`src/rtl/avr_pin_monitor.sv`:
```
// avr_pin_monitor
// Watches a bank of asynchronous AVR port pins, detects per-pin rising and
// falling edges, and queues timestamped events in a small FIFO for a
// valid/ready consumer. A free-running timestamp (gated by enable) also emits
// an entry whenever it wraps, so a consumer can reconstruct absolute time.
//
// Ports
//   clk, rst_n      : clock (rising edge) and asynchronous active-low reset
//   pins            : asynchronous pin levels, bit 0 = port pin 0
//   enable          : timestamp counting and event capture active
//   rise_en/fall_en : per-pin rising/falling edge capture enables
//   ev_valid/ready  : head-of-FIFO handshake
//   ev_pins/mask    : synchronised pin snapshot / pins that caused the entry
//   ev_wrap/ev_ts   : timestamp-wrap flag / timestamp of the head entry
//   fifo_level      : number of stored entries
//   ovf_clr         : pulse clearing drop_cnt and overflow
//   drop_cnt        : saturating count of entries dropped on a full FIFO
//   overflow        : sticky "something was dropped" flag
module avr_pin_monitor #(
    parameter int NPINS       = 8,
    parameter int TS_W        = 16,
    parameter int DEPTH       = 8,
    parameter int SYNC_STAGES = 2
) (
    input  logic                     clk,
    input  logic                     rst_n,
    input  logic [NPINS-1:0]         pins,
    input  logic                     enable,
    input  logic [NPINS-1:0]         rise_en,
    input  logic [NPINS-1:0]         fall_en,
    input  logic                     ev_ready,
    output logic                     ev_valid,
    output logic [NPINS-1:0]         ev_pins,
    output logic [NPINS-1:0]         ev_mask,
    output logic                     ev_wrap,
    output logic [TS_W-1:0]          ev_ts,
    output logic [$clog2(DEPTH):0]   fifo_level,
    input  logic                     ovf_clr,
    output logic [7:0]               drop_cnt,
    output logic                     overflow
);

    localparam int PTR_W = $clog2(DEPTH);
    localparam int LVL_W = PTR_W + 1;
    localparam int ENT_W = 2 * NPINS + 1 + TS_W;
    localparam int ARM_W = $clog2(SYNC_STAGES + 2);

    localparam logic [LVL_W-1:0] LVL_FULL = LVL_W'(DEPTH);
    localparam logic [LVL_W-1:0] LVL_ONE  = LVL_W'(1);
    localparam logic [PTR_W-1:0] PTR_ONE  = PTR_W'(1);
    localparam logic [TS_W-1:0]  TS_ONE   = TS_W'(1);
    localparam logic [ARM_W-1:0] ARM_DONE = ARM_W'(SYNC_STAGES + 1);
    localparam logic [ARM_W-1:0] ARM_ONE  = ARM_W'(1);

    // State registers
    logic [SYNC_STAGES-1:0][NPINS-1:0] sync_q, sync_d;
    logic [NPINS-1:0]  prev_q, prev_d;
    logic [TS_W-1:0]   ts_q, ts_d;
    logic [ARM_W-1:0]  arm_q, arm_d;
    logic [PTR_W-1:0]  wr_ptr_q, wr_ptr_d;
    logic [PTR_W-1:0]  rd_ptr_q, rd_ptr_d;
    logic [LVL_W-1:0]  level_q, level_d;
    logic [7:0]        drop_cnt_q, drop_cnt_d;
    logic              overflow_q, overflow_d;
    logic              ev_valid_q, ev_valid_d;
    logic [ENT_W-1:0]  mem_q [DEPTH];

    // Combinational helpers
    logic [NPINS-1:0]  sync_s;
    logic [NPINS-1:0]  edge_s;
    logic [ENT_W-1:0]  entry_s;
    logic              wrap_s, push_s, pop_s, full_s, wr_s, drop_s;

    assign sync_s = sync_q[SYNC_STAGES-1];

    // Next-state logic: edge detection, timestamp, FIFO bookkeeping, drop counter
    always_comb begin
        sync_d = {sync_q[SYNC_STAGES-2:0], pins};
        // prev follows sync even while disabled so that changes made while
        // capture is off never appear as edges after re-enabling
        prev_d = sync_s;

        // Hold off edge detection until the synchroniser and prev have
        // filled with real pin levels after reset
        if (arm_q == ARM_DONE) begin
            arm_d  = arm_q;
            edge_s = (sync_s & ~prev_q & rise_en) | (~sync_s & prev_q & fall_en);
        end else begin
            arm_d  = arm_q + ARM_ONE;
            edge_s = '0;
        end

        wrap_s  = enable & (&ts_q);
        push_s  = enable & ((|edge_s) | wrap_s);
        pop_s   = ev_valid_q & ev_ready;
        full_s  = (level_q == LVL_FULL);
        // A full FIFO still accepts a push when the head leaves in the same cycle
        wr_s    = push_s & (~full_s | pop_s);
        drop_s  = push_s & full_s & ~pop_s;
        entry_s = {sync_s, edge_s, wrap_s, ts_q};

        if (enable) begin
            ts_d = ts_q + TS_ONE;
        end else begin
            ts_d = ts_q;
        end

        if (wr_s) begin
            wr_ptr_d = wr_ptr_q + PTR_ONE;
        end else begin
            wr_ptr_d = wr_ptr_q;
        end

        if (pop_s) begin
            rd_ptr_d = rd_ptr_q + PTR_ONE;
        end else begin
            rd_ptr_d = rd_ptr_q;
        end

        case ({wr_s, pop_s})
            2'b10:   level_d = level_q + LVL_ONE;
            2'b01:   level_d = level_q - LVL_ONE;
            default: level_d = level_q;
        endcase

        // A clear coinciding with a drop leaves that drop recorded
        if (ovf_clr) begin
            drop_cnt_d = drop_s ? 8'd1 : 8'd0;
            overflow_d = drop_s;
        end else if (drop_s) begin
            drop_cnt_d = (drop_cnt_q == 8'hFF) ? drop_cnt_q : drop_cnt_q + 8'd1;
            overflow_d = 1'b1;
        end else begin
            drop_cnt_d = drop_cnt_q;
            overflow_d = overflow_q;
        end

        // No bypass: a fresh entry becomes visible the cycle after it is stored
        ev_valid_d = (level_d != '0);
    end

    // Control and status registers with asynchronous reset
    always_ff @(posedge clk or negedge rst_n) begin
        if (!rst_n) begin
            sync_q     <= '0;
            prev_q     <= '0;
            ts_q       <= '0;
            arm_q      <= '0;
            wr_ptr_q   <= '0;
            rd_ptr_q   <= '0;
            level_q    <= '0;
            drop_cnt_q <= 8'd0;
            overflow_q <= 1'b0;
            ev_valid_q <= 1'b0;
        end else begin
            sync_q     <= sync_d;
            prev_q     <= prev_d;
            ts_q       <= ts_d;
            arm_q      <= arm_d;
            wr_ptr_q   <= wr_ptr_d;
            rd_ptr_q   <= rd_ptr_d;
            level_q    <= level_d;
            drop_cnt_q <= drop_cnt_d;
            overflow_q <= overflow_d;
            ev_valid_q <= ev_valid_d;
        end
    end

    // Event storage; contents are only meaningful between the pointers
    always_ff @(posedge clk) begin
        if (wr_s) begin
            mem_q[wr_ptr_q] <= entry_s;
        end
    end

    assign {ev_pins, ev_mask, ev_wrap, ev_ts} = mem_q[rd_ptr_q];
    assign ev_valid   = ev_valid_q;
    assign fifo_level = level_q;
    assign drop_cnt   = drop_cnt_q;
    assign overflow   = overflow_q;

endmodule
```
`config.mk`:
```
export PLATFORM = sky130hd
export DESIGN_NAME = avr_pin_monitor
export DESIGN_NICKNAME = d
export VERILOG_FILES = /design/src/rtl/avr_pin_monitor.sv
export SDC_FILE = /design/constraint.sdc
export NUM_CORES = 1
export LEC_CHECK = 0
export ABC_CLOCK_PERIOD_IN_PS = 7100
export BUFFER_PORTS_ARGS = -buffer_cell sky130_fd_sc_hd__clkbuf_2
export CORE_MARGIN = 10
export CORE_UTILIZATION = 52
export CTS_CLUSTER_DIAMETER = 80
export CTS_CLUSTER_SIZE = 25
export DETAILED_ROUTE_END_ITERATION = 8
export GPL_TIMING_DRIVEN = 0
export PLACE_DENSITY = 0.73
export SETUP_SLACK_MARGIN = 0.4
export SLEW_MARGIN = 5
export SYNTH_ARGS = -nofsm -noshare
export SYNTH_HDL_FRONTEND = slang
export SYNTH_SLANG_ARGS = --single-unit
```
`constraint.sdc`:
```
create_clock -name clk -period 7.1 [get_ports clk]
set_input_delay 1.42 -clock clk [delete_from_list [all_inputs] [get_ports clk]]
set_output_delay 1.42 -clock clk [all_outputs]
set_load 0.02 [all_outputs]
```
Yosys cells after proc, flatten, opt, wreduce, memory -nomap -nowiden
Memories as Yosys holds them, arrays and structs flattened.
Cells that the tools add are included.
{"block": "classes", "n_addsub": 7, "multipliers": 0, "div": 0, "magnitude_cmp": 0, "eq_ne": 6, "shift": 0, "mux": 10, "bitwise": 17, "n_reduce_logical": 5}
{"operator": "bitwise AND 8 bit", "n": 4}
{"operator": "two-way mux 8 bit", "n": 4}
{"operator": "adder 16 x 1 -> 16 bit, second input constant", "n": 1}
{"operator": "inverter 8 bit", "n": 2}
{"operator": "AND reduction 16 bit", "n": 1}
{"operator": "adder 8 x 1 -> 8 bit, second input constant", "n": 1}
{"operator": "== test 8 bit, second input constant", "n": 1}
{"operator": "bitwise OR 8 bit", "n": 1}
{"operator": "case mux 4 bit (2 select lines)", "n": 1}
{"operator": "OR reduction 8 bit", "n": 1}
{"operator": "adder 3 x 1 -> 3 bit, second input constant", "n": 2}
{"operator": "bitwise AND 1 bit", "n": 6}
{"operator": "two-way mux 1 bit", "n": 5}
{"operator": "adder 4 x 1 -> 4 bit, second input constant", "n": 1}
{"operator": "== test 2 bit, second input constant", "n": 2}
{"operator": "== test 4 bit, second input constant", "n": 1}
{"operator": "nonzero test 4 bit", "n": 1}
{"operator": "subtractor 4 x 1 -> 4 bit, second input constant", "n": 1}
{"operator": "adder 2 x 1 -> 2 bit, second input constant", "n": 1}
{"operator": "== test 2 x 1 -> 1 bit, second input constant", "n": 1}
{"operator": "inequality test 2 bit, second input constant", "n": 1}
{"operator": "inverter 1 bit", "n": 2}
{"operator": "bitwise OR 1 bit", "n": 2}
{"operator": "AND reduction 2 bit", "n": 1}
{"operator": "nonzero test 2 bit", "n": 1}
{"block": "word_totals", "register_bits": 62, "latch_bits": 0, "ramBits": 264, "romBits": 0, "input_bits": 29, "output_inout_bits": 47, "word_cells": 57, "memories": 1}
{"name": "mem_q", "depth": 8, "word_bits": 33, "read_ports": 1, "rd_ports_with_merged_regs": 0, "wr": 1, "line": "66", "source": "logic [ENT_W-1:0] mem_q [DEPTH];"}

Depth between registers and ports, before layout
Gate-level depths: netlist of the first run.
{"block": "depth", "ltp_word": 12, "mapped_depth": 15, "ltp_nobuf": 13}

Worst setup path before layout of the first run
OpenSTA, ideal clock, no wires.
{"block": "synth_timing", "path_kind": "in2reg", "start": "in enable", "end": "mem mem_q[0][0] (netlist name), enable pin", "t_arrival_ps": 5465, "path_slack_ps": 1171, "path_stages": 6, "n_path_buf": 1, "cell_sequence": "buf_2 nand4_1 nor3_1 o31ai_4 or3_2 nor3_1"}
{"block": "synth_via", "elab_chain_cells": 6}
{"element": "start, declared", "line": "28", "source": "input logic enable,"}
{"element": "bitwise AND 1 bit", "line": "93", "source": "wrap_s = enable & (&ts_q);"}
{"element": "via wrap_s", "line": "72", "source": "logic wrap_s, push_s, pop_s, full_s, wr_s, drop_s;"}
{"element": "bitwise OR 1 bit", "line": "94", "source": "push_s = enable & ((|edge_s) | wrap_s);"}
{"element": "bitwise AND 1 bit", "line": "94"}
{"element": "bitwise AND 1 bit", "line": "98", "source": "wr_s = push_s & (~full_s | pop_s);"}
{"element": "two-way mux 1 bit", "line": "171", "source": "if (wr_s) begin"}
{"element": "two-way mux 1 bit (implied by the code)", "line": "172", "source": "mem_q[wr_ptr_q] <= entry_s;"}
{"element": "end, declared", "line": "66"}
The timed path passes the listed nets, and every way through them passes these cells.

Worst setup path in the final report of the first run
{"block": "layout_timing", "start": "in enable", "end": "mem mem_q[1][27] (netlist name), enable pin"}
The elaborated chain is that of the path after synthesis.

==> parameters.txt, run 1 <==
Parameter                              Value

Synthesis
  Most frequent cell after synthesis ... sky130_fd_sc_hd__edfxtp_1
  Fraction of post-synthesis cell area in the top cell type by area ... 0.628
  Synth area leaders ... sky130_fd_sc_hd__edfxtp_1, sky130_fd_sc_hd__dfrtp_1, sky130_fd_sc_hd__mux4_2
  Mean area per synthesized cell ... 20.2 um^2
  Gate Count Post-Synth ... 625
  Flip-flop and latch count after synthesis ... 326
  Synth Cell Area ... 12600 um^2
  Prevailing post-synth register cell ... sky130_fd_sc_hd__edfxtp_1
  Count of distinct cell types in the synthesized netlist ... 39
  Proportion of synthesized chip area in sequential cells ... 0.751
  Post-Synthesis Net Count ... 662
  Most numerous cell types in the synthesized netlist ... sky130_fd_sc_hd__edfxtp_1, sky130_fd_sc_hd__mux4_2, sky130_fd_sc_hd__dfrtp_1
  Proportion of synthesized flip-flops having asynchronous set or reset ... 0.190
  EDFF count, synth ... 264
  Synth warn ... 0
  Dominant cell type by area after synthesis ... sky130_fd_sc_hd__edfxtp_1

Floorplan
  Die area ... 30900 um^2
  Die Width ... 176 um
  Vert. Die Dim ... 176 um
  Starting utilization of the core area ... 0.533
  Num ports ... 76
  Core region area ... 23700 um^2
  Row count ... 56

Clocking
  Clock tree from TritonCTS ... yes
  Clock latency on the worst-skew pair ... 510 ps
  Postcts setup bufs ... 0
  CTS sink cnt ... 326
  Clock slew at reported path FFs ... 90 ps
  CTS Hold Buffers Added ... 0
  Clock buffer count from CTS ... 17
  H-tree depth ... 1
  Gates resized, CTS repair ... 0
  Clock root buffer master ... sky130_fd_sc_hd__clkbuf_16
  Number of buffers between clock root and the deepest sink ... 3

Global routing
  Maximum number of pins on one net before global-route repair ... 63
  GRT Residual Overflow ... 0
  Vias in the first global route ... 6518
  Wire length of the first global-routing pass ... 38.8 mm
  Gr usage total ... 0.164
  Antenna violations before repair ... 1

Timing
  RSZ-0062 raised after global routing ... no
  Count of endpoints failing hold in the final timing report ... 0
  Worst slew margin ... 0.289
  Slew at the pin with the worst max-slew slack ... 1060 ps
  Final setup violation count ... 0
  Max-slew violation total from the final report ... 0
  Achievable Freq ... 0.207 GHz
  Crit path time final ... 4840 ps
  Part of the cycle the worst path needs ... 0.682
  Worst Skew ... 36.8 ps

Place
  Quantity of I/O buffers inserted on ports ... 73
  Final RePlAce weighted congestion ... 0.811
  Estimated wirelength of the detail-placed design ... 16.1 mm
  Placed instance count ... 1031
  Cell area after placement ... 13700 um^2

Setup path
  Maximum net fanout on the critical path ... 10
  Worst reg2reg setup slack ... 2620 ps
  Setup crit end kind ... register
  Logic depth of the worst register-to-register path ... 9
  Element type at the critical path start ... input port
  Data arrival time of the worst path ... 5050 ps
  Data required time of the critical path ... 7310 ps
  Critical Setup Path Class ... input port to register
  Reg-to-reg critical path startpoint ... ts_q[1]$_DFFE_PN0P_
  Terminus of the critical flop-to-flop path ... mem_q[1][27]$_DFFE_PP_

Layout
  Utilization after layout ... 0.598
  Total number of nets in the final design ... 768
  # diodes ... 0
  Final cell area excluding filler cells ... 14200 um^2
  Area growth, synth to finish ... 12.2%
  Final cell count without fillers ... 1061
  Fraction of layout cells with a size suffix above 1 ... 0.311

Detailed routing
  Total detailed-routing wirelength ... 25.1 mm
  Number of vias in the routed layout ... 6152
  Detailed-router iteration count before antenna repair ... 5
  DRC violation count after routing ... 0
  First-iteration detailed-routing DRC count ... 509
  Average detailed-routed wire length per instance ... 23.7 um
  Vias/cell ... 5.80
  Antenna-violating nets left ... 0

Job
  Maximum Capacitance Violations ... 0

Pwr
  Static leakage ... 4.90 nW
  P per Cell Area ... 377 nW/um^2
  Worst vdd ir ... 0.292 mV
  Clock network fraction of design power ... 0.196
  Switching Fraction ... 0.325
  Register share of total power ... 0.472
  Gate power share ... 0.332
  Sw power ... 0.00174 W
  Internal cell power ... 0.00361 W

Status
  Status ... finished, final reports clean

Hold path
  Path category of the worst min-delay check ... register to register
  Worst hold start ... sync_d[10]$_DFF_PN0_
  Instance count along the most critical hold path ... 0
  Worst Hold End ... prev_d[2]$_DFF_PN0_
state kept, by name, summed over array words and instances, names as in the netlist:
signal,cells
sync_d,8
prev_q,8
wr_ptr_q,3
prev_d,8
ts_q,16
overflow,1
ev_valid,1
fifo_level,4
drop_cnt,8
mem_q,264
rd_ptr_q,3
arm_q,2
worst max-delay path by stage:
| stage | cells after the start | startpoint | end |
|---|---|---|---|
| final | 9 | enable | mem_q[1][27]$_DFFE_PP_ |
| after global placement | 6 | enable | mem_q[0][19]$_DFFE_PP_ |
| after CTS | 9 | enable | mem_q[1][27]$_DFFE_PP_ |
| after floorplan | 6 | enable | mem_q[0][0]$_DFFE_PP_ |
| after detailed placement | 9 | enable | mem_q[1][19]$_DFFE_PP_ |
| after global routing | 9 | enable | mem_q[1][27]$_DFFE_PP_ |
through the flow:
stage          power, W  setup TNS [ps]  setup slack, ps  hold slack (ps)
5_1_grt         0.00560               0             1930              364
3_3_place_gp    0.00426          -89750            -1470              334
4_1_cts         0.00541               0             2280              357
6_report        0.00534               0             2260              354
2_1_floorplan   0.00374               0             1170              331
3_5_place_dp    0.00438               0             1760              336
per-layer routing:
layer  routed length (um)  vias to the layer above  GRT usage
li1                     -                     2702          -
met1                 9860                     3235      0.209
met2                13300                      181      0.283
met3                 1600                       32     0.0345
met4                  380                        2     0.0343
met5                   13                        -          0
power groups by stage:
stage | combinational, W | clock (W) | sequential, W
after floorplan | 0.00120 | 0 | 0.00254
after global placement | 0.00171 | 0 | 0.00256
after detailed placement | 0.00181 | 0 | 0.00256
after CTS | 0.00182 | 0.00107 | 0.00252
after global routing | 0.00191 | 0.00114 | 0.00255
final | 0.00178 | 0.00105 | 0.00252
placed cells by master (no fill, tap or decap), types with 7 or more instances in the layout:
cell                        synthesis  layout
sky130_fd_sc_hd__nand3_1           11      11
sky130_fd_sc_hd__mux4_2            66      66
sky130_fd_sc_hd__clkbuf_1          15      26
sky130_fd_sc_hd__ha_1               7       7
sky130_fd_sc_hd__mux2_2            36      36
sky130_fd_sc_hd__nor2_1            24      18
sky130_fd_sc_hd__nand2_1           27      27
sky130_fd_sc_hd__xnor2_1           23      23
sky130_fd_sc_hd__dfrtp_1           62      62
sky130_fd_sc_hd__nand4b_1          14      14
sky130_fd_sc_hd__clkbuf_16          0      17
sky130_fd_sc_hd__nor3_1            10       8
sky130_fd_sc_hd__edfxtp_1         264     264
sky130_fd_sc_hd__clkbuf_2           0      72
critical path: stages:
cell	delay, ps
sky130_fd_sc_hd__buf_2	200
sky130_fd_sc_hd__nand4_1	320
sky130_fd_sc_hd__nor3_1	950
sky130_fd_sc_hd__o31ai_4	310
sky130_fd_sc_hd__nor2_1	260
sky130_fd_sc_hd__nand2_1	250
sky130_fd_sc_hd__nor3_2	730
sky130_fd_sc_hd__buf_4	350
sky130_fd_sc_hd__buf_4	240
cell type report:
class | count | area [um^2]
plain buffers | 25 | 125
clock buffers | 28 | 467
clock inverters | 2 | 38.8
fillers | 1701 | 9520
inverters | 6 | 22.5
multi-input cells | 268 | 3050
flip-flops and latches | 326 | 9480
well taps | 319 | 399
repair buffers | 87 | 583
cell families (layout without fill, tap and decap cells):
logic type                 Yosys count  after routing  share of synthesized area
muxes                              105            105                      0.152
AOI/OAI and AO/OA                   16             16                    0.00823
and+or+nand+nor                    111            111                     0.0486
buffers and inverters               31            148                     0.0117
adders and majority gates            8              8                    0.00853
DFF                                326            326                      0.751
xor gates and xnor gates            28             28                     0.0194
(Power assumes the default switching activity.)
==> run 2: changes to the inputs <==
--- a/config.mk
+++ b/config.mk
@@ -5,7 +5,8 @@
 export SDC_FILE = /design/constraint.sdc
 export NUM_CORES = 1
 export LEC_CHECK = 0
-export ABC_CLOCK_PERIOD_IN_PS = 7100
+export ABC_AREA = 1
+export ABC_CLOCK_PERIOD_IN_PS = 4400
 export BUFFER_PORTS_ARGS = -buffer_cell sky130_fd_sc_hd__clkbuf_2
 export CORE_MARGIN = 10
 export CORE_UTILIZATION = 52
@@ -13,7 +14,7 @@
 export CTS_CLUSTER_SIZE = 25
 export DETAILED_ROUTE_END_ITERATION = 8
 export GPL_TIMING_DRIVEN = 0
-export PLACE_DENSITY = 0.73
+export PLACE_DENSITY = 0.75
 export SETUP_SLACK_MARGIN = 0.4
 export SLEW_MARGIN = 5
 export SYNTH_ARGS = -nofsm -noshare
==> constraint.sdc (replaced) <==
create_clock -name clk -period 4.4 [get_ports clk]
set_input_delay 0.88 -clock clk [delete_from_list [all_inputs] [get_ports clk]]
set_output_delay 0.88 -clock clk [all_outputs]
set_load 0.02 [all_outputs]
==> parameters.txt, run 2 <==
Parameter                              Value

Setup path
  Buffering stage count on the worst path with inverters included ... 5 (was 3)
  Critical Setup Path Class ... register to output port (was input port to register)
  Chain of cells forming the critical path ... buf_2 > inv_2 > buf_2 > clkbuf_1 > nor2_1 > o22ai_1 > nor2_1 > a31oi_1 > clkbuf_2 (was buf_2 > nand4_1 > nor3_1 > o31ai_4 > nor2_1 > nand2_1 > nor3_2 > buf_4 > buf_4)
  Reg-to-reg critical path startpoint ... ts_q[0]$_DFFE_PN0P_ (was ts_q[1]$_DFFE_PN0P_)
  Setup crit end kind ... output port (was register)
  Cell with the biggest individual delay on the critical path ... sky130_fd_sc_hd__clkbuf_1 (was sky130_fd_sc_hd__nor3_1)
  Element type at the critical path start ... register (was input port)
  Data required time of the critical path ... 3520 ps (was 7310 ps)
  Slowest cell delay on critical path ... 460 ps (was 950 ps)
  Worst path top cell family by delay ... buffers and inverters (was simple AND/OR/NAND/NOR gates)
  Logic depth of the worst register-to-register path ... 9 (unchanged)
  Number of cells on the critical path ... 9 (unchanged)
  Data arrival time of the worst path ... 2710 ps (was 5050 ps)
  Maximum net fanout on the critical path ... 10 (unchanged)
  Timing startpoint of the critical path ... rd_ptr_q[0]$_DFFE_PN0P_ (was enable)

Detailed routing
  Detailed-router iteration count before antenna repair ... 5 (unchanged)
  DRC violation count after routing ... 0 (unchanged)
  Number of vias in the routed layout ... 8401 (was 6152)
  First-iteration detailed-routing DRC count ... 738 (was 509)
  Antenna-violating nets left ... 0 (unchanged)
  Average detailed-routed wire length per instance ... 19.4 um (was 23.7 um)
  Vias/cell ... 5.57 (was 5.80)
  Total detailed-routing wirelength ... 29.3 mm (was 25.1 mm)

Clocking
  Number of buffers between clock root and the deepest sink ... 3 (unchanged)
  Clock slew at reported path FFs ... 90 ps (about the same)
  Clock latency on the worst-skew pair ... 500 ps (was 510 ps)
  CTS sink cnt ... 326 (unchanged)
  Clock root buffer master ... sky130_fd_sc_hd__clkbuf_16 (unchanged)
  Postcts setup bufs ... 0 (unchanged)
  Clock buffer count from CTS ... 17 (unchanged)
  Gates resized, CTS repair ... 0 (unchanged)
  Clock tree from TritonCTS ... yes (unchanged)
  CTS Hold Buffers Added ... 0 (unchanged)
  H-tree depth ... 1 (unchanged)

Synthesis
  Count of distinct cell types in the synthesized netlist ... 36 (was 39)
  Multiplexer area fraction after synthesis ... 0.000868 (was 0.152)
  Dominant cell type by area after synthesis ... sky130_fd_sc_hd__edfxtp_1 (unchanged)
  Synth Cell Area ... 13000 um^2 (was 12600 um^2)
  Fraction of post-synthesis cell area in the top cell type by area ... 0.611 (was 0.628)
  Most frequent cell after synthesis ... sky130_fd_sc_hd__edfxtp_1 (unchanged)
  Fraction of the mapped netlist area in compound gates ... 0.0883 (was 0.00823)
  Area share of xor/xnor cells in the synthesized design ... 0.0142 (was 0.0194)
  Dominant combinational cell family by area after synthesis ... simple AND/OR/NAND/NOR gates (was multiplexers)
  Proportion of synthesized flip-flops having asynchronous set or reset ... 0.190 (unchanged)
  Adder and majority gate portion of the synthesized area ... 0.00829 (was 0.00853)
  Synth warn ... 0 (unchanged)
  EDFF count, synth ... 264 (unchanged)
  Mean area per synthesized cell ... 12.1 um^2 (was 20.2 um^2)
  Gate Count Post-Synth ... 1070 (was 625)
  Simple-gate share of the synthesized area ... 0.125 (was 0.0486)
  Proportion of synthesized chip area in sequential cells ... 0.731 (was 0.751)
  Synth area leaders ... sky130_fd_sc_hd__edfxtp_1, sky130_fd_sc_hd__dfrtp_1, sky130_fd_sc_hd__nor2_1 (was sky130_fd_sc_hd__edfxtp_1, sky130_fd_sc_hd__dfrtp_1, sky130_fd_sc_hd__mux4_2)
  Post-Synthesis Net Count ... 1107 (was 662)
  Prevailing post-synth register cell ... sky130_fd_sc_hd__edfxtp_1 (unchanged)
  Most numerous cell types in the synthesized netlist ... sky130_fd_sc_hd__edfxtp_1, sky130_fd_sc_hd__nor2_1, sky130_fd_sc_hd__o21ai_0 (was sky130_fd_sc_hd__edfxtp_1, sky130_fd_sc_hd__mux4_2, sky130_fd_sc_hd__dfrtp_1)
  Flip-flop and latch count after synthesis ... 326 (unchanged)

Global routing
  GRT Residual Overflow ... 0 (unchanged)
  Vias in the first global route ... 8162 (was 6518)
  Wire length of the first global-routing pass ... 45.5 mm (was 38.8 mm)
  Gr usage total ... 0.183 (was 0.164)
  Maximum number of pins on one net before global-route repair ... 48 (was 63)
  Antenna violations before repair ... 0 (was 1)

Timing
  Max-slew violation total from the final report ... 0 (unchanged)
  Worst Skew ... 20.0 ps (was 36.8 ps)
  Part of the cycle the worst path needs ... 0.817
  Final setup violation count ... 0 (unchanged)
  Worst slew margin ... 0.366 (was 0.289)
  Crit path time final ... 3590 ps
  Slew at the pin with the worst max-slew slack ... 944 ps (was 1060 ps)
  Count of endpoints failing hold in the final timing report ... 0 (unchanged)
  Achievable Freq ... 0.278 GHz
  RSZ-0062 raised after global routing ... no (unchanged)
  Worst path setup slack after routing ... 805 ps (was 2260 ps)

Layout
  Register name with the most flops ... mem_q (unchanged)
  Final cell count without fillers ... 1508 (was 1061)
  Final cell area excluding filler cells ... 14500 um^2 (was 14200 um^2)
  Most common cell after layout, fill and taps aside ... sky130_fd_sc_hd__edfxtp_1 (unchanged)
  Total number of nets in the final design ... 1210 (was 768)
  Area growth, synth to finish ... 12.1% (was 12.2%)
  Leading registers by flop count ... mem_q (264), ts_q (16) (unchanged)
  Fraction of layout cells with a size suffix above 1 ... 0.121 (was 0.311)
  Leading cell types in the layout, fill and taps excluded ... sky130_fd_sc_hd__edfxtp_1, sky130_fd_sc_hd__nor2_1, sky130_fd_sc_hd__o21ai_0 (was sky130_fd_sc_hd__edfxtp_1, sky130_fd_sc_hd__clkbuf_2, sky130_fd_sc_hd__mux4_2)
  # diodes ... 0 (unchanged)
  Flip-flop count of the largest register, all copies and words added ... 264 (unchanged)

Pwr
  Clock network fraction of design power ... 0.182 (was 0.196)
  P per Cell Area ... 636 nW/um^2 (was 377 nW/um^2)
  Static leakage ... 5.37 nW (was 4.90 nW)
  Total power ... 0.00925 W (was 0.00534 W)
  Gate power share ... 0.377 (was 0.332)
  Worst vdd ir ... 0.344 mV (was 0.292 mV)
  Sw power ... 0.00363 W (was 0.00174 W)
  Switching Fraction ... 0.393 (was 0.325)
  Register share of total power ... 0.441 (was 0.472)
  Internal cell power ... 0.00562 W (was 0.00361 W)

Job
  Maximum Capacitance Violations ... 0 (unchanged)

Floorplan
  Die Width ... 178 um (was 176 um)
  Die area ... 31700 um^2 (was 30900 um^2)
  Core region area ... 24500 um^2 (was 23700 um^2)
  Starting utilization of the core area ... 0.530 (was 0.533)
  Vert. Die Dim ... 178 um (was 176 um)
  Num ports ... 76 (unchanged)
  Row count ... 57 (was 56)

Place
  Placed instance count ... 1478 (was 1031)
  Cell area after placement ... 14000 um^2 (was 13700 um^2)
  Final RePlAce weighted congestion ... 0.806 (was 0.811)
  Quantity of I/O buffers inserted on ports ... 75 (was 73)
  Estimated wirelength of the detail-placed design ... 19.6 mm (was 16.1 mm)
  Post-placement setup slack ... 1130 ps (was 1760 ps)

Status
  Status ... finished, final reports clean (unchanged)

Hold path
  Path category of the worst min-delay check ... input port to async pin (was register to register)
[run 2: changes by cell type after synthesis, moves of 33 or more]
cell / change
sky130_fd_sc_hd__mux2_2: -35
sky130_fd_sc_hd__mux4_2: -66
sky130_fd_sc_hd__inv_1: +43
sky130_fd_sc_hd__o21ai_0: +128
sky130_fd_sc_hd__nor2_1: +233
sky130_fd_sc_hd__a31oi_1: +33
sky130_fd_sc_hd__nand2_1: +55
[run 2: logic make-up after synthesis]
family	after synthesis
multiplexers	1
buffers and inverters	108
adder cells (fa/ha/maj)	8
flip-flops	326
AND/OR/NAND/NOR	394
XOR/XNOR	21
AO/OA/AOI/OAI	212
[run 2: area by class of cell]
cell class | count | area [um^2]
buffer | 52 | 220
clock buffer | 27 | 463
clock inverter | 3 | 43.8
fill | 1902 | 9920
inverter | 56 | 210
multi-input combinational | 636 | 3130
sequential | 326 | 9480
tap | 324 | 405
timing repair buffer | 84 | 596
[run 2: power groups by stage]
| stage | Combinational [W] | Clock, W | Sequential [W] |
|---|---|---|---|
| final | 0.00348 | 0.00169 | 0.00408 |
| after global routing | 0.00384 | 0.00183 | 0.00412 |
| after CTS | 0.00352 | 0.00171 | 0.00407 |
| after detailed placement | 0.00350 | 0 | 0.00414 |
| after global placement | 0.00331 | 0 | 0.00415 |
| after floorplan | 0.00215 | 0 | 0.00412 |
[run 2: worst reg2reg max path, cell delays in order (launching register included)]
cell and delay, ps:
sky130_fd_sc_hd__dfrtp_1 580, sky130_fd_sc_hd__ha_1 290, sky130_fd_sc_hd__nand3_1 90, sky130_fd_sc_hd__nor2_1 130, sky130_fd_sc_hd__nand4_1 120, sky130_fd_sc_hd__nand3_2 160
sky130_fd_sc_hd__nand3_2 120, sky130_fd_sc_hd__or2_2 400, sky130_fd_sc_hd__nor2_4 550, sky130_fd_sc_hd__buf_16 240
[run 2: routing by layer]
metal / up-vias / share of wire / wire, um / GRT usage
met3: 40 / 0.087 / 2560 / 0.0297
met5: - / 0 / 0 / 0
met2: 355 / 0.48 / 14000 / 0.296
met1: 4048 / 0.41 / 12200 / 0.250
li1: 3958 / - / - / -
met4: 0 / 0.020 / 584 / 0.0594
[run 2: metrics by stage]
step / hold slack (ps) / utilization / TNS [ps]
global route: 263 / 0.594 / 0
global placement: 332 / 0.562 / -132400
finish: 267 / 0.594 / 0
detailed placement: 336 / 0.574 / 0
CTS: 255 / 0.594 / 0
floorplan: 331 / - / 0
[run 2: path summary, 6_finish.rpt]
path	end	slack [ps]
worst max-delay path	ev_pins[5]	810
worst max register to register	mem_q[2][13]$_DFFE_PP_	1420
worst min-delay path	prev_q[3]$_DFF_PN0_	270
max in group asynchronous	ts_q[8]$_DFFE_PN0P_	3590
worst min register to register	prev_d[3]$_DFF_PN0_	350
min in group clk	prev_d[3]$_DFF_PN0_	350
==> run 3: changes to the inputs <==
--- a/config.mk
+++ b/config.mk
@@ -5,8 +5,8 @@
 export SDC_FILE = /design/constraint.sdc
 export NUM_CORES = 1
 export LEC_CHECK = 0
-export ABC_AREA = 1
-export ABC_CLOCK_PERIOD_IN_PS = 4400
+export ABC_AREA = 0
+export ABC_CLOCK_PERIOD_IN_PS = 3680
 export BUFFER_PORTS_ARGS = -buffer_cell sky130_fd_sc_hd__clkbuf_2
 export CORE_MARGIN = 10
 export CORE_UTILIZATION = 52
@@ -14,7 +14,7 @@
 export CTS_CLUSTER_SIZE = 25
 export DETAILED_ROUTE_END_ITERATION = 8
 export GPL_TIMING_DRIVEN = 0
-export PLACE_DENSITY = 0.75
+export PLACE_DENSITY = 0.73
 export SETUP_SLACK_MARGIN = 0.4
 export SLEW_MARGIN = 5
 export SYNTH_ARGS = -nofsm -noshare
==> constraint.sdc (replaced) <==
create_clock -name clk -period 3.68 [get_ports clk]
set_input_delay 0.736 -clock clk [delete_from_list [all_inputs] [get_ports clk]]
set_output_delay 0.736 -clock clk [all_outputs]
set_load 0.02 [all_outputs]
==> parameters.txt, run 3 (synthesized netlist as in run 1, its figures left out) <==
Parameter                              Value

Floorplan
  Row count ... 56 (was 57)
  Vert. Die Dim ... 176 um (was 178 um)
  Num ports ... 76 (unchanged)
  Die area ... 30900 um^2 (was 31700 um^2)
  Die Width ... 176 um (was 178 um)
  Core region area ... 23700 um^2 (was 24500 um^2)
  Starting utilization of the core area ... 0.533 (was 0.530)

Clocking
  H-tree depth ... 1 (unchanged)
  Clock root buffer master ... sky130_fd_sc_hd__clkbuf_16 (unchanged)
  Clock latency on the worst-skew pair ... 520 ps (was 500 ps)
  Number of buffers between clock root and the deepest sink ... 3 (unchanged)
  Clock buffer count from CTS ... 17 (unchanged)
  Clock slew at reported path FFs ... 100 ps (was 90 ps)
  Clock tree from TritonCTS ... yes (unchanged)
  CTS sink cnt ... 326 (unchanged)

Pwr
  Internal cell power ... 0.00720 W (was 0.00562 W)
  Gate power share ... 0.355 (was 0.377)
  Sw power ... 0.00350 W (was 0.00363 W)
  Clock network fraction of design power ... 0.188 (was 0.182)
  Worst vdd ir ... 0.452 mV (was 0.344 mV)
  Switching Fraction ... 0.327 (was 0.393)
  P per Cell Area ... 724 nW/um^2 (was 636 nW/um^2)
  Register share of total power ... 0.457 (was 0.441)
  Static leakage ... 5.20 nW (was 5.37 nW)
  Total power ... 0.0107 W (was 0.00925 W)

Layout
  Fraction of layout cells with a size suffix above 1 ... 0.384 (was 0.121)
  Leading cell types in the layout, fill and taps excluded ... sky130_fd_sc_hd__edfxtp_1, sky130_fd_sc_hd__clkbuf_2, sky130_fd_sc_hd__mux4_2 (was sky130_fd_sc_hd__edfxtp_1, sky130_fd_sc_hd__nor2_1, sky130_fd_sc_hd__o21ai_0)
  Fill cell instance count of the final layout ... 1634 (was 1902)
  Total number of nets in the final design ... 802 (was 1210)
  Most common cell after layout, fill and taps aside ... sky130_fd_sc_hd__edfxtp_1 (unchanged)
  Final cell area excluding filler cells ... 14800 um^2 (was 14500 um^2)
  Flip-flop count of the largest register, all copies and words added ... 264 (unchanged)
  Register name with the most flops ... mem_q (unchanged)
  Area growth, synth to finish ... 17.1% (was 12.1%)
  Leading registers by flop count ... mem_q (264), ts_q (16) (unchanged)
  # diodes ... 0 (unchanged)

Detailed routing
  First-iteration detailed-routing DRC count ... 539 (was 738)
  Antenna-violating nets left ... 0 (unchanged)
  Detailed-router iteration count before antenna repair ... 5 (unchanged)
  Average detailed-routed wire length per instance ... 24.2 um (was 19.4 um)
  Total detailed-routing wirelength ... 26.5 mm (was 29.3 mm)
  Vias/cell ... 5.84 (was 5.57)
  DRC violation count after routing ... 0 (unchanged)
  Number of vias in the routed layout ... 6399 (was 8401)

Global routing
  Most used routing layer ... met2 (unchanged)
  Vias in the first global route ... 6799 (was 8162)
  Global Route met2 Usage ... 0.296 (about the same)
  Gr usage total ... 0.173 (was 0.183)
  Antenna violations before repair ... 0 (unchanged)
  Maximum number of pins on one net before global-route repair ... 47 (was 48)
  Wire length of the first global-routing pass ... 40.8 mm (was 45.5 mm)
  GR Util met3 ... 0.0307 (was 0.0297)
  GRT Residual Overflow ... 0 (unchanged)
  Global Route met1 Usage ... 0.222 (was 0.250)

Place
  Post-placement setup slack ... -176 ps (was 1130 ps)
  Estimated wirelength of the detail-placed design ... 15.9 mm (was 19.6 mm)
  Cell area after placement ... 13700 um^2 (was 14000 um^2)
  Quantity of I/O buffers inserted on ports ... 73 (was 75)
  Final RePlAce weighted congestion ... 0.788 (was 0.806)

Setup path
  Cell with the biggest individual delay on the critical path ... sky130_fd_sc_hd__or4_4 (was sky130_fd_sc_hd__clkbuf_1)
  Data arrival time of the worst path ... 3810 ps (was 2710 ps)
  Slowest cell delay on critical path ... 470 ps (was 460 ps)
  Setup crit end kind ... register (was output port)
  Reg-to-reg critical path startpoint ... arm_q[1]$_DFFE_PN0N_ (was ts_q[0]$_DFFE_PN0P_)
  Timing startpoint of the critical path ... arm_q[1]$_DFFE_PN0N_ (was rd_ptr_q[0]$_DFFE_PN0P_)
  Critical Setup Path Class ... register to register (was register to output port)
  Maximum net fanout on the critical path ... 9 (was 10)
  Data required time of the critical path ... 4070 ps (was 3520 ps)
  Chain of cells forming the critical path ... ha_2 > buf_6 > buf_8 > nand4b_1 > nand2_4 > or4_4 > o31ai_4 > buf_4 > and2_4 > ha_4 > a21o_1 > a21oi_4 > and2_4 > mux2i_1 > o2bb2ai_1 > mux2i_1 (was buf_2 > inv_2 > buf_2 > clkbuf_1 > nor2_1 > o22ai_1 > nor2_1 > a31oi_1 > clkbuf_2)
  Element type at the critical path start ... register (unchanged)
  Worst path top cell family by delay ... simple AND/OR/NAND/NOR gates (was buffers and inverters)
  Buffering stage count on the worst path with inverters included ... 3 (was 5)

Timing
  Worst slew margin ... 0.491 (was 0.366)
  Achievable Freq ... 0.293 GHz
  RSZ-0062 raised after global routing ... yes (was no)
  Final setup violation count ... 0 (unchanged)
  Worst path setup slack after routing ... 266 ps (was 805 ps)
  Worst Skew ... 30.9 ps (was 20.0 ps)
  Slew at the pin with the worst max-slew slack ... 764 ps (was 944 ps)
  Part of the cycle the worst path needs ... 0.928
  Crit path time final ... 3410 ps
  Count of endpoints failing hold in the final timing report ... 0 (unchanged)
  Max-slew violation total from the final report ... 0 (unchanged)

Job
  Maximum Capacitance Violations ... 0 (unchanged)

Hold path
  Path category of the worst min-delay check ... input port to async pin (unchanged)

Status
  Status ... finished, final reports clean (unchanged)
==> run 3: cell count changes in the layout (fill, tap and decap cells not counted), moves of 34 or more <==
cell,previous run,this run
sky130_fd_sc_hd__mux2_2,1,36
sky130_fd_sc_hd__mux4_2,0,66
sky130_fd_sc_hd__nand2_1,82,20
sky130_fd_sc_hd__nor2_1,249,18
sky130_fd_sc_hd__clkbuf_1,48,14
sky130_fd_sc_hd__o21ai_0,134,4
sky130_fd_sc_hd__inv_1,49,6
==> run 3: path summary, 6_finish.rpt <==
kind                                         to  slack (ps)  depth (start not counted)
max                          ev_valid$_DFF_PN0_         270                         16
min                        arm_q[0]$_DFFE_PN0N_         110                          1
max reg2reg                  ev_valid$_DFF_PN0_         270                         16
min reg2reg                 prev_d[1]$_DFF_PN0_         340                          0
max in group asynchronous   ts_q[5]$_DFFE_PN0P_        3010                          2
min in group clk            sync_d[8]$_DFF_PN0_         320                          1
==> run 3: final cells by class <==
class | instances | area [um^2] | area share
multi-input combinational | 271 | 3220 | 0.218
tap | 319 | 399 | 0.0270
inverter | 6 | 22.5 | 0.00152
buffer | 25 | 199 | 0.0135
clock buffer | 27 | 463 | 0.0313
sequential | 326 | 9480 | 0.642
timing repair buffer | 118 | 955 | 0.0646
clock inverter | 3 | 41.3 | 0.00279
==> run 3: per-layer routing <==
layer  part of all wire  up-vias
li1                   -     2769
met1               0.40     3382
met2               0.51      204
met3              0.056       44
met4              0.027        0
met5                  0        -
==> run 3: what timing repair did <==
action / in CTS / in global routing
resized for setup: 41 / 22
setup buffers: 31 / 3
setup endpoints to repair: 297 / 102
hold endpoints to repair: 0 / 0
gates cloned: 5 / 0
hold buffers: 0 / 0
pin swaps: 24 / 10
==> run 3: power by group through the flow <==
stage	clock network, W	registers [W]	logic [W]
after floorplan	0	0.00490	0.00236
after global placement	0	0.00492	0.00333
after detailed placement	0	0.00496	0.00352
after CTS	0.00206	0.00488	0.00384
after global routing	0.00219	0.00494	0.00408
final	0.00201	0.00489	0.00380
==> run 3: stage by stage <==
stage	TNS [ps]	instances	util	hold slack, ps
2_1_floorplan	0	625	-	331
3_5_place_dp	-17080	1026	0.578	335
6_report	0	1095	0.624	112
5_1_grt	0	1095	0.624	116
4_1_cts	0	1092	0.622	102
3_3_place_gp	-128720	1017	0.569	333
